[src/rtl/adat_pkg.sv]
// Shared types and constants for the ADAT receive path (decoder, lock supervisor, deframer).
package adat_pkg;

    typedef enum logic [1:0] {
        StHunt,
        StAcquire,
        StLocked,
        StHoldover
    } lock_state_e;

    localparam int ADAT_FRAME_BITS = 256;
    localparam int ADAT_SYNC_ZEROS = 10;

    function automatic logic [7:0] sat_inc8(input logic [7:0] value);
        return (value == 8'hFF) ? value : value + 8'd1;
    endfunction

endpackage

[src/rtl/adat_slot_counter.sv]
// Slot position counter: advances once per decoded bit, can be cleared or reloaded to 1,
// and sticks at MAX instead of wrapping.
module adat_slot_counter #(
    parameter int CNT_W = 9,
    parameter int MAX   = 272
) (
    input  logic             clk_x4_i,
    input  logic             rst_ni,
    input  logic             en,
    input  logic             clr,
    input  logic             load_one,
    output logic [CNT_W-1:0] cnt
);

    localparam logic [CNT_W-1:0] CNT_MAX = CNT_W'(MAX);
    localparam logic [CNT_W-1:0] CNT_ONE = CNT_W'(1);

    logic [CNT_W-1:0] cnt_reg;

    always_ff @(posedge clk_x4_i or negedge rst_ni) begin
        if (!rst_ni) begin
            cnt_reg <= '0;
        end else if (en) begin
            if (clr) begin
                cnt_reg <= '0;
            end else if (load_one) begin
                cnt_reg <= CNT_ONE;
            end else if (cnt_reg != CNT_MAX) begin
                cnt_reg <= cnt_reg + CNT_ONE;
            end
        end
    end

    assign cnt = cnt_reg;

endmodule

[src/rtl/adat_frame_lock_supervisor.sv]
// Frame-lock supervisor: times ADAT sync edges on decoded-bit slots, declares and drops
// lock with hysteresis, and flywheels frame boundaries across isolated missing syncs.
module adat_frame_lock_supervisor
    import adat_pkg::*;
#(
    parameter int FRAME_BITS    = ADAT_FRAME_BITS,
    parameter int LOCK_FRAMES   = 4,
    parameter int UNLOCK_FRAMES = 3,
    parameter int SLACK_BITS    = 16,
    parameter int CNT_W         = $clog2(FRAME_BITS + SLACK_BITS + 1)
) (
    input  logic             clk_x4_i,
    input  logic             rst_ni,
    input  logic             dec_tick_ni,
    input  logic             dec_data_i,
    input  logic             dec_valid_i,
    input  logic             dec_sync_i,
    output logic             locked_o,
    output logic             frame_start_o,
    output logic             bit_o,
    output logic [CNT_W-1:0] bit_idx_o,
    output logic             frame_err_o,
    output logic [7:0]       lock_loss_cnt_o
);

    localparam int GOOD_W = $clog2(LOCK_FRAMES + 1);
    localparam int BAD_W  = $clog2(UNLOCK_FRAMES + 1);

    localparam logic [CNT_W-1:0]  CNT_FRAME = CNT_W'(FRAME_BITS);
    localparam logic [CNT_W-1:0]  CNT_LIMIT = CNT_W'(FRAME_BITS + SLACK_BITS);
    localparam logic [GOOD_W-1:0] GOOD_LAST = GOOD_W'(LOCK_FRAMES - 1);
    localparam logic [BAD_W-1:0]  BAD_LAST  = BAD_W'(UNLOCK_FRAMES - 1);

    lock_state_e       state_reg;
    logic [GOOD_W-1:0] good_reg;
    logic [BAD_W-1:0]  bad_reg;
    logic              sync_prev_reg;
    logic              locked_reg;
    logic              frame_start_reg;
    logic              frame_err_reg;
    logic              bit_reg;
    logic [7:0]        lock_loss_reg;
    logic [CNT_W-1:0]  cnt;

    logic slot;
    logic sync_edge;
    logic at_frame;
    logic at_limit;
    logic in_lock;
    logic good_boundary;
    logic miss;
    logic unlock;
    logic cnt_clr;
    logic cnt_load;

    assign slot          = ~dec_tick_ni;
    assign sync_edge     = dec_sync_i & ~sync_prev_reg;
    assign at_frame      = (cnt == CNT_FRAME);
    assign at_limit      = (cnt == CNT_LIMIT);
    assign in_lock       = (state_reg == StLocked) || (state_reg == StHoldover);
    assign good_boundary = sync_edge & at_frame;
    // A locked frame is bad when the edge is off-grid or the grid expires without an edge.
    assign miss          = in_lock & (sync_edge ^ at_frame);
    assign unlock        = miss & (bad_reg == BAD_LAST);

    always_comb begin
        cnt_clr  = 1'b0;
        cnt_load = 1'b0;
        if (!dec_valid_i) begin
            cnt_clr = 1'b1;
        end else begin
            case (state_reg)
                StHunt: begin
                    cnt_load = sync_edge;
                    cnt_clr  = ~sync_edge;
                end
                StAcquire: begin
                    cnt_load = sync_edge;
                    cnt_clr  = ~sync_edge & at_limit;
                end
                default: begin
                    cnt_load = good_boundary | (miss & ~unlock);
                    cnt_clr  = unlock;
                end
            endcase
        end
    end

    adat_slot_counter #(
        .CNT_W (CNT_W),
        .MAX   (FRAME_BITS + SLACK_BITS)
    ) u_slot_counter (
        .clk_x4_i (clk_x4_i),
        .rst_ni   (rst_ni),
        .en       (slot),
        .clr      (cnt_clr),
        .load_one (cnt_load),
        .cnt      (cnt)
    );

    always_ff @(posedge clk_x4_i or negedge rst_ni) begin
        if (!rst_ni) begin
            state_reg       <= StHunt;
            good_reg        <= '0;
            bad_reg         <= '0;
            sync_prev_reg   <= 1'b0;
            locked_reg      <= 1'b0;
            frame_start_reg <= 1'b0;
            frame_err_reg   <= 1'b0;
            bit_reg         <= 1'b0;
            lock_loss_reg   <= '0;
        end else begin
            frame_start_reg <= 1'b0;
            frame_err_reg   <= 1'b0;
            if (slot) begin
                sync_prev_reg <= dec_sync_i;
                bit_reg       <= dec_data_i;
                if (!dec_valid_i) begin
                    state_reg  <= StHunt;
                    good_reg   <= '0;
                    bad_reg    <= '0;
                    locked_reg <= 1'b0;
                    if (in_lock) begin
                        lock_loss_reg <= sat_inc8(lock_loss_reg);
                    end
                end else begin
                    case (state_reg)
                        StHunt: begin
                            if (sync_edge) begin
                                state_reg <= StAcquire;
                                good_reg  <= '0;
                            end
                        end
                        StAcquire: begin
                            if (good_boundary) begin
                                if (good_reg == GOOD_LAST) begin
                                    state_reg       <= StLocked;
                                    good_reg        <= '0;
                                    bad_reg         <= '0;
                                    locked_reg      <= 1'b1;
                                    frame_start_reg <= 1'b1;
                                end else begin
                                    good_reg <= good_reg + GOOD_W'(1);
                                end
                            end else if (sync_edge) begin
                                good_reg <= '0;
                            end else if (at_limit) begin
                                state_reg <= StHunt;
                                good_reg  <= '0;
                            end
                        end
                        default: begin
                            if (good_boundary) begin
                                state_reg       <= StLocked;
                                bad_reg         <= '0;
                                frame_start_reg <= 1'b1;
                            end else if (miss) begin
                                frame_err_reg <= 1'b1;
                                if (unlock) begin
                                    state_reg     <= StHunt;
                                    bad_reg       <= '0;
                                    locked_reg    <= 1'b0;
                                    lock_loss_reg <= sat_inc8(lock_loss_reg);
                                end else begin
                                    state_reg       <= StHoldover;
                                    bad_reg         <= bad_reg + BAD_W'(1);
                                    frame_start_reg <= 1'b1;
                                end
                            end
                        end
                    endcase
                end
            end
        end
    end

    assign locked_o        = locked_reg;
    assign frame_start_o   = frame_start_reg;
    assign frame_err_o     = frame_err_reg;
    assign bit_o           = bit_reg;
    assign bit_idx_o       = cnt;
    assign lock_loss_cnt_o = lock_loss_reg;

endmodule

[config.mk]
export PLATFORM = sky130hd
export DESIGN_NAME = adat_frame_lock_supervisor
export DESIGN_NICKNAME = d
export VERILOG_FILES = /design/src/rtl/adat_pkg.sv /design/src/rtl/adat_slot_counter.sv /design/src/rtl/adat_frame_lock_supervisor.sv
export SDC_FILE = /design/constraint.sdc
export NUM_CORES = 1
export LEC_CHECK = 0
export ABC_AREA = 1
export CAP_MARGIN = 20
export CORE_MARGIN = 1
export CORE_UTILIZATION = 30
export DETAILED_ROUTE_END_ITERATION = 8
export GPL_TIMING_DRIVEN = 0
export PLACE_DENSITY = 0.55
export SYNTH_ARGS = -nofsm -noshare
export SYNTH_HDL_FRONTEND = slang
export SYNTH_SLANG_ARGS = --single-unit
[constraint.sdc]
create_clock -name clk_x4_i -period 4.6 [get_ports clk_x4_i]
set_clock_uncertainty 0.1 [all_clocks]
set_input_delay 0.92 -clock clk_x4_i [delete_from_list [all_inputs] [get_ports clk_x4_i]]
set_output_delay 0.92 -clock clk_x4_i [all_outputs]
set_load 0.05 [all_outputs]
==> reports/results.tsv, run 1 <==
stage	metric	value	unit
sta	Max Freq	375	MHz
layout	fraction of layout cells with a size suffix above 1	13.3	%
sta	Rel. slew slack	55.9	%
setup_path	type of origin of the critical path	input port	
sta	setup ws final	1940	ps
synthesis	most frequent cell after synthesis	nand2_1	
synthesis	syn_area_per_cell	7.82	um2
detailed_routing	DRT Pass-1 Iters	4	
global_routing	all-layer global routing usage	13.5	%
placement	Place WS	1620	ps
layout	n_diodes	0	
setup_path	crit path DAT	2740	ps
sta	RSZ-0062 raised after global routing	false	
clocking	setup bufs post-CTS	0	
layout	final net count	275	
setup_path	worst-path fanout max	6	
clocking	TritonCTS Buffers	5	
layout	Final Util	39.7	%
detailed_routing	Routed WL	3650	um
sta	part of the cycle the worst path needs	57.9	%
detailed_routing	via count	1528	
pwr	switching share of power	37.4	%
synthesis	Synth cell types	35	
layout	fillers	583	
synthesis	Post-synth EDFFs	0	
layout	Largest register FFs	9	
sta	Final min period	2660	ps
synthesis	share of the synthesized area in the top cell type	40.2	%
synthesis	Primary FF master, synth	dfrtp_1	
placement	dpl cell area	0.00214	mm2
placement	placed cells	328	
floorplan	Core ar.	0.00564	mm2
sta	total setup violations reported at the end of the flow	0	
synthesis	Post-synth top cells	nand2_1 (67), dfrtp_1 (29), inv_1 (27)	
synthesis	synthesis warning total	0	
floorplan	die width	79.6	um
clocking	Root Driver	clkbuf_8	
global_routing	vias in the first global route	1445	
pwr	total power	0.815	mW
layout	fin area	0.00224	mm2
layout	Reg area	726	um2
sta	setup TNS	0	ps
pwr	maximum VDD drop	0.121	mV
clocking	clock sinks	29	
placement	IO Port Bufs	25	
pwr	clock share of power	29.2	%
synthesis	register area share after synthesis	40.2	%
placement	placer congestion estimate	0.860	
floorplan	Rows	27	
floorplan	total die area	0.00633	mm2
setup_path	Crit. End Element	flop	
detailed_routing	Post-DRT Antenna Nets	0	
detailed_routing	Vias per Instance	4.55	
sta	Slew Viols, Final	0	
sta	hold slack	388	ps
layout	Multi-input gate area	936	um2
synthesis	Mapped Area	0.00181	mm2
clocking	CTS tree	built	
clocking	Clk pin slew, worst setup/hold paths	70	ps
clocking	worst-skew pair later-pin latency	280	ps
synthesis	ys async rst share	100	%
clocking	Longest Clk Path Bufs	2	
layout	P&R area growth vs syn	24.2	%
placement	Post-DP HPWL	2730	um
pwr	Leak	1.10	nW
pwr	Logic pwr share	32.4	%
floorplan	die height	79.6	um
detailed_routing	DR iter-0 viols	77	
synthesis	cell accounting for the most synthesized area	dfrtp_1	
clocking	post-CTS resize count	0	
sta	Fin. Hold Viols	0	
layout	Non-Filler Instances	336	
run	maxcap violations	0	
synthesis	Synth area leaders	dfrtp_1 (40%), nand2_1 (14%), inv_1 (5.6%)	
pwr	Seq pwr share	38.4	%
detailed_routing	routed wire length per instance	10.8	um
outcome	status	finished, final reports clean	
global_routing	largest net degree at the start of global routing	30	
detailed_routing	drc violations	0	
setup_path	type of the worst setup path	in2reg	
pwr	internal power	0.510	mW
synthesis	#FFs+latches synth	29	
global_routing	initial antenna violation count	0	
floorplan	IO Count	27	
synthesis	Synth Instances	231	
synthesis	Post-Synthesis Net Count	243	
clocking	H-tree levels	2	
global_routing	gr ovfl total	0	
floorplan	starting density of the core	32.0	%
min_path	Worst Hold Class	reg2reg	
setup_path	CP Data Required Time	4680	ps
global_routing	first-pass GRT wire length	6540	um
pwr	Cell Pwr Density	364	mW/mm2
clocking	Post-CTS Hold Fix Bufs	0	
pwr	Psw	0.305	mW
sta	Worst-Margin Slew	661	ps
-- cell type report --
| cell class | count | share of cell area (%) |
|---|---|---|
| tap | 72 | 4.02 |
| timing repair buffer | 25 | 10.9 |
| clock inverter | 1 | 0.223 |
| clock buffer | 7 | 4.30 |
| inverter | 34 | 5.69 |
| multi-input combinational | 166 | 41.7 |
| sequential | 29 | 32.4 |
| buffer | 2 | 0.725 |
-- kinds of logic (layout without fill, tap and decap cells) --
group,count (synthesis),after routing,share of synthesized area (%)
simple gates,130,130,35.2
buf+inv,36,69,7.97
flops,29,29,40.2
compound gates,19,19,6.72
xor+xnor,11,11,5.75
fa+ha+maj,6,6,4.16
-- worst max-delay path: stages --
cell and delay, ps:
clkdlybuf4s50_1 450, inv_1 50, nor2_2 180, ha_1 310, inv_1 110, nand3_1 120
o211ai_1 150, nand3_1 160, nand2_2 120, inv_2 110, nor2_1 50
-- per-layer routing --
| metal | global-route usage (%) | routed length (um) |
|---|---|---|
| met5 | 0 | 0 |
| met4 | 6.18 | 75 |
| met3 | 3.43 | 111 |
| met2 | 20.7 | 1650 |
| met1 | 17.6 | 1810 |
-- worst paths after layout --
| kind | from | endpoint | slack [ps] | cells past startpoint |
|---|---|---|---|---|
| max | dec_sync_i | u_slot_counter.cnt[6] | 1940 | 11 |
| min | bit_o | bit_o | 390 | 2 |
| max reg2reg | u_slot_counter.cnt[0] | u_slot_counter.cnt[6] | 2070 | 14 |
| min reg2reg | bit_o | bit_o | 390 | 2 |
| max in group asynchronous | rst_ni | u_slot_counter.cnt[0] | 3410 | 1 |
| min in group asynchronous | rst_ni | lock_loss_cnt_o[1] | 570 | 1 |
-- cells in the final DEF, fill, tap and decap left out, types with 2 or more instances in the layout --
master,instances
a21oi_1,2
nand2_2,2
nor2_4,2
clkdlybuf4s50_1,24
xnor2_1,7
dfrtp_1,29
nand2_1,67
o21ai_1,7
nand4_1,8
inv_1,27
ha_1,6
o21ai_0,5
buf_2,2
xor2_1,3
clkbuf_8,7
nor2_1,21
nand4_2,2
inv_2,6
nor2_2,4
nand2_4,2
nand3_1,14
-- power groups by stage --
stage	clock network, mW	logic [mW]	registers, mW
2_1_floorplan	0	0.144	0.365
3_3_place_gp	0	0.263	0.318
3_5_place_dp	0	0.265	0.317
4_1_cts	0.246	0.266	0.313
5_1_grt	0.257	0.295	0.316
6_report	0.238	0.264	0.313
No activity file was read; power rests on OpenSTA's default activity.
==> run 2, diff against run 1 <==
PLACE_DENSITY = 0.57   (was 0.55)
clock period = 2.4 ns   (was 4.6 ns; I/O delays follow)
==> reports/results.tsv, run 2 (synthesis results as in run 1) <==
stage	metric	value	unit
setup_path	Crit. End Element	flop	
detailed_routing	drc violations	0	
layout	fraction of layout cells with a size suffix above 1	20.9	%
sta	RSZ-0062 raised after global routing	true	
layout	P&R area growth vs syn	32.3	%
clocking	Root Driver	clkbuf_8	
floorplan	Core ar.	0.00564	mm2
global_routing	initial antenna violation count	0	
layout	most frequent cells in the layout	nand2_1 (65), dfrtp_1 (27), inv_1 (24), clkdlybuf4s50_1 (24), nor2_1 (19)	
min_path	Worst Hold Class	in2async	
global_routing	GR Layer Usage met3	3.09	%
sta	Max Freq	432	MHz
layout	commonest non-fill, non-tap cell in the layout	nand2_1	
placement	Post-DP HPWL	2760	um
setup_path	Worst Path Buf+Inv	4	
global_routing	vias in the first global route	1341	
pwr	maximum VDD drop	0.380	mV
detailed_routing	routed wire length per instance	11.2	um
sta	Rel. slew slack	56.2	%
setup_path	crit path DAT	2390	ps
pwr	Leak	1.16	nW
global_routing	first-pass GRT wire length	6390	um
setup_path	Slowest Stage Delay on Critical Path	440	ps
floorplan	die width	79.6	um
setup_path	worst-path fanout max	8	
layout	fillers	556	
clocking	H-tree levels	2	
clocking	clock sinks	29	
detailed_routing	Routed WL	3870	um
global_routing	gr ovfl total	0	
clocking	CTS tree	built	
layout	Largest register FFs	9	
placement	placer congestion estimate	0.840	
layout	final net count	284	
global_routing	GR peak layer	met2	
run	maxcap violations	0	
floorplan	die height	79.6	um
layout	n_diodes	0	
outcome	status	finished, final reports clean	
pwr	Cell Pwr Density	713	mW/mm2
sta	setup TNS	0	ps
floorplan	starting density of the core	32.0	%
sta	Slew Viols, Final	0	
global_routing	met1 usage	17.3	%
sta	Worst-Margin Slew	657	ps
detailed_routing	via count	1592	
detailed_routing	DRT Pass-1 Iters	4	
clocking	Longest Clk Path Bufs	2	
floorplan	IO Count	27	
setup_path	type of origin of the critical path	flop	
detailed_routing	Post-DRT Antenna Nets	0	
global_routing	all-layer global routing usage	13.3	%
clocking	Clk pin slew, worst setup/hold paths	70	ps
sta	Fin. Hold Viols	0	
sta	Final min period	2310	ps
setup_path	type of the worst setup path	reg2reg	
global_routing	met2 global-route usage	20.3	%
setup_path	Slowest-stage cell, CP	dfrtp_2	
clocking	worst-skew pair later-pin latency	290	ps
detailed_routing	DR iter-0 viols	70	
setup_path	CP Data Required Time	2480	ps
detailed_routing	Vias per Instance	4.61	
setup_path	Top delay family on crit path	simple AND/OR/NAND/NOR gates	
sta	part of the cycle the worst path needs	96.4	%
placement	dpl cell area	0.00214	mm2
setup_path	CP Cell Sequence	inv_2 > ha_1 > inv_1 > nor2_2 > nand3_2 > nor3b_4 > ha_4 > nand2_4 > inv_2 > nand2_4 > o21ai_4 > nand3_4 > buf_4 > nand2_1 > o21ai_1	
floorplan	total die area	0.00633	mm2
global_routing	largest net degree at the start of global routing	30	
layout	fin area	0.00239	mm2
sta	hold slack	117	ps
floorplan	Rows	27	
sta	total setup violations reported at the end of the flow	0	
placement	IO Port Bufs	25	
clocking	TritonCTS Buffers	5	
## run 2: changes by cell type in the layout (fill, tap and decap cells not counted), moves of 2 or more
| cell | previous run | this run |
|---|---|---|
| dfrtp_1 | 29 | 27 |
| inv_2 | 6 | 9 |
| nand3_2 | 1 | 4 |
| nand2_1 | 67 | 65 |
| nor2_1 | 21 | 19 |
| nand3_1 | 14 | 11 |
| buf_4 | 0 | 9 |
| dfrtp_2 | 0 | 2 |
| inv_1 | 27 | 24 |
| nor2_2 | 4 | 6 |
## run 2: cell type report
class / count / area (um2) / area share, %
clock buffers: 7 / 86.3 / 3.61
repair buffers: 34 / 313 / 13.1
clock inverters: 1 / 30.0 / 1.26
flip-flops and latches: 29 / 728 / 30.5
plain buffers: 2 / 16.3 / 0.681
multi-input cells: 166 / 997 / 41.7
well taps: 72 / 90.1 / 3.77
inverters: 34 / 128 / 5.34
## run 2: metrics by stage
step           util (%)  power [mW]  setup WS, ps  instances
6_report           42.3        1.70          86.0        345
2_1_floorplan         -       0.978          16.4        231
4_1_cts            41.0        1.70         0.522        340
5_1_grt            42.3        1.80         -48.9        345
3_3_place_gp       38.1        1.11          -156        328
3_5_place_dp       38.0        1.12          -208        328
## run 2: path summary, 6_finish.rpt
kind / from / to / slack, ps / cells past startpoint
worst max-delay path: u_slot_counter.cnt[1] / lock_loss_cnt_o[6] / 90 / 15
worst min-delay path: rst_ni / frame_start_o / 120 / 1
worst max register to register: u_slot_counter.cnt[1] / lock_loss_cnt_o[6] / 90 / 15
worst min register to register: bit_o / bit_o / 390 / 2
max in group asynchronous: rst_ni / u_slot_counter.cnt[0] / 1620 / 1
min in group clk_x4_i: bit_o / bit_o / 390 / 2
## run 2: routing by layer
metal | wire length [um] | up-vias
met5 | 0 | -
met4 | 89 | 0
met3 | 142 | 8
met2 | 1830 | 32
met1 | 1810 | 736
li1 | - | 816
## run 2: worst reg2reg max path, cell delays in order (launching register included)
cell     delay, ps
dfrtp_2        440
inv_2           50
ha_1           130
inv_1           40
nor2_2         120
nand3_2        110
nor3b_4        220
ha_4           180
nand2_4         70
inv_2           80
nand2_4         70
o21ai_4        160
nand3_4        160
buf_4          190
nand2_1         50
o21ai_1         60
## run 2: power by group
group / switching, mW / total [mW] / internal [mW]
combinational: 0.362 / 0.568 / 0.206
clock: 0.199 / 0.537 / 0.338
sequential: 0.0516 / 0.599 / 0.547
## run 2: repair_timing
action | CTS | global route
cloned | 0 | 0
hold buffers | 0 | 0
pin swaps | 3 | 7
resized for setup | 7 | 9
endpoints found under the setup margin | 19 | 17
setup buffers | 4 | 5
==> run 3, diff against run 2 <==
CAP_MARGIN = 40   (was 20)
==> results of run 3 <==
No change in the layout: final DEF, timing and power equal those of run 2.
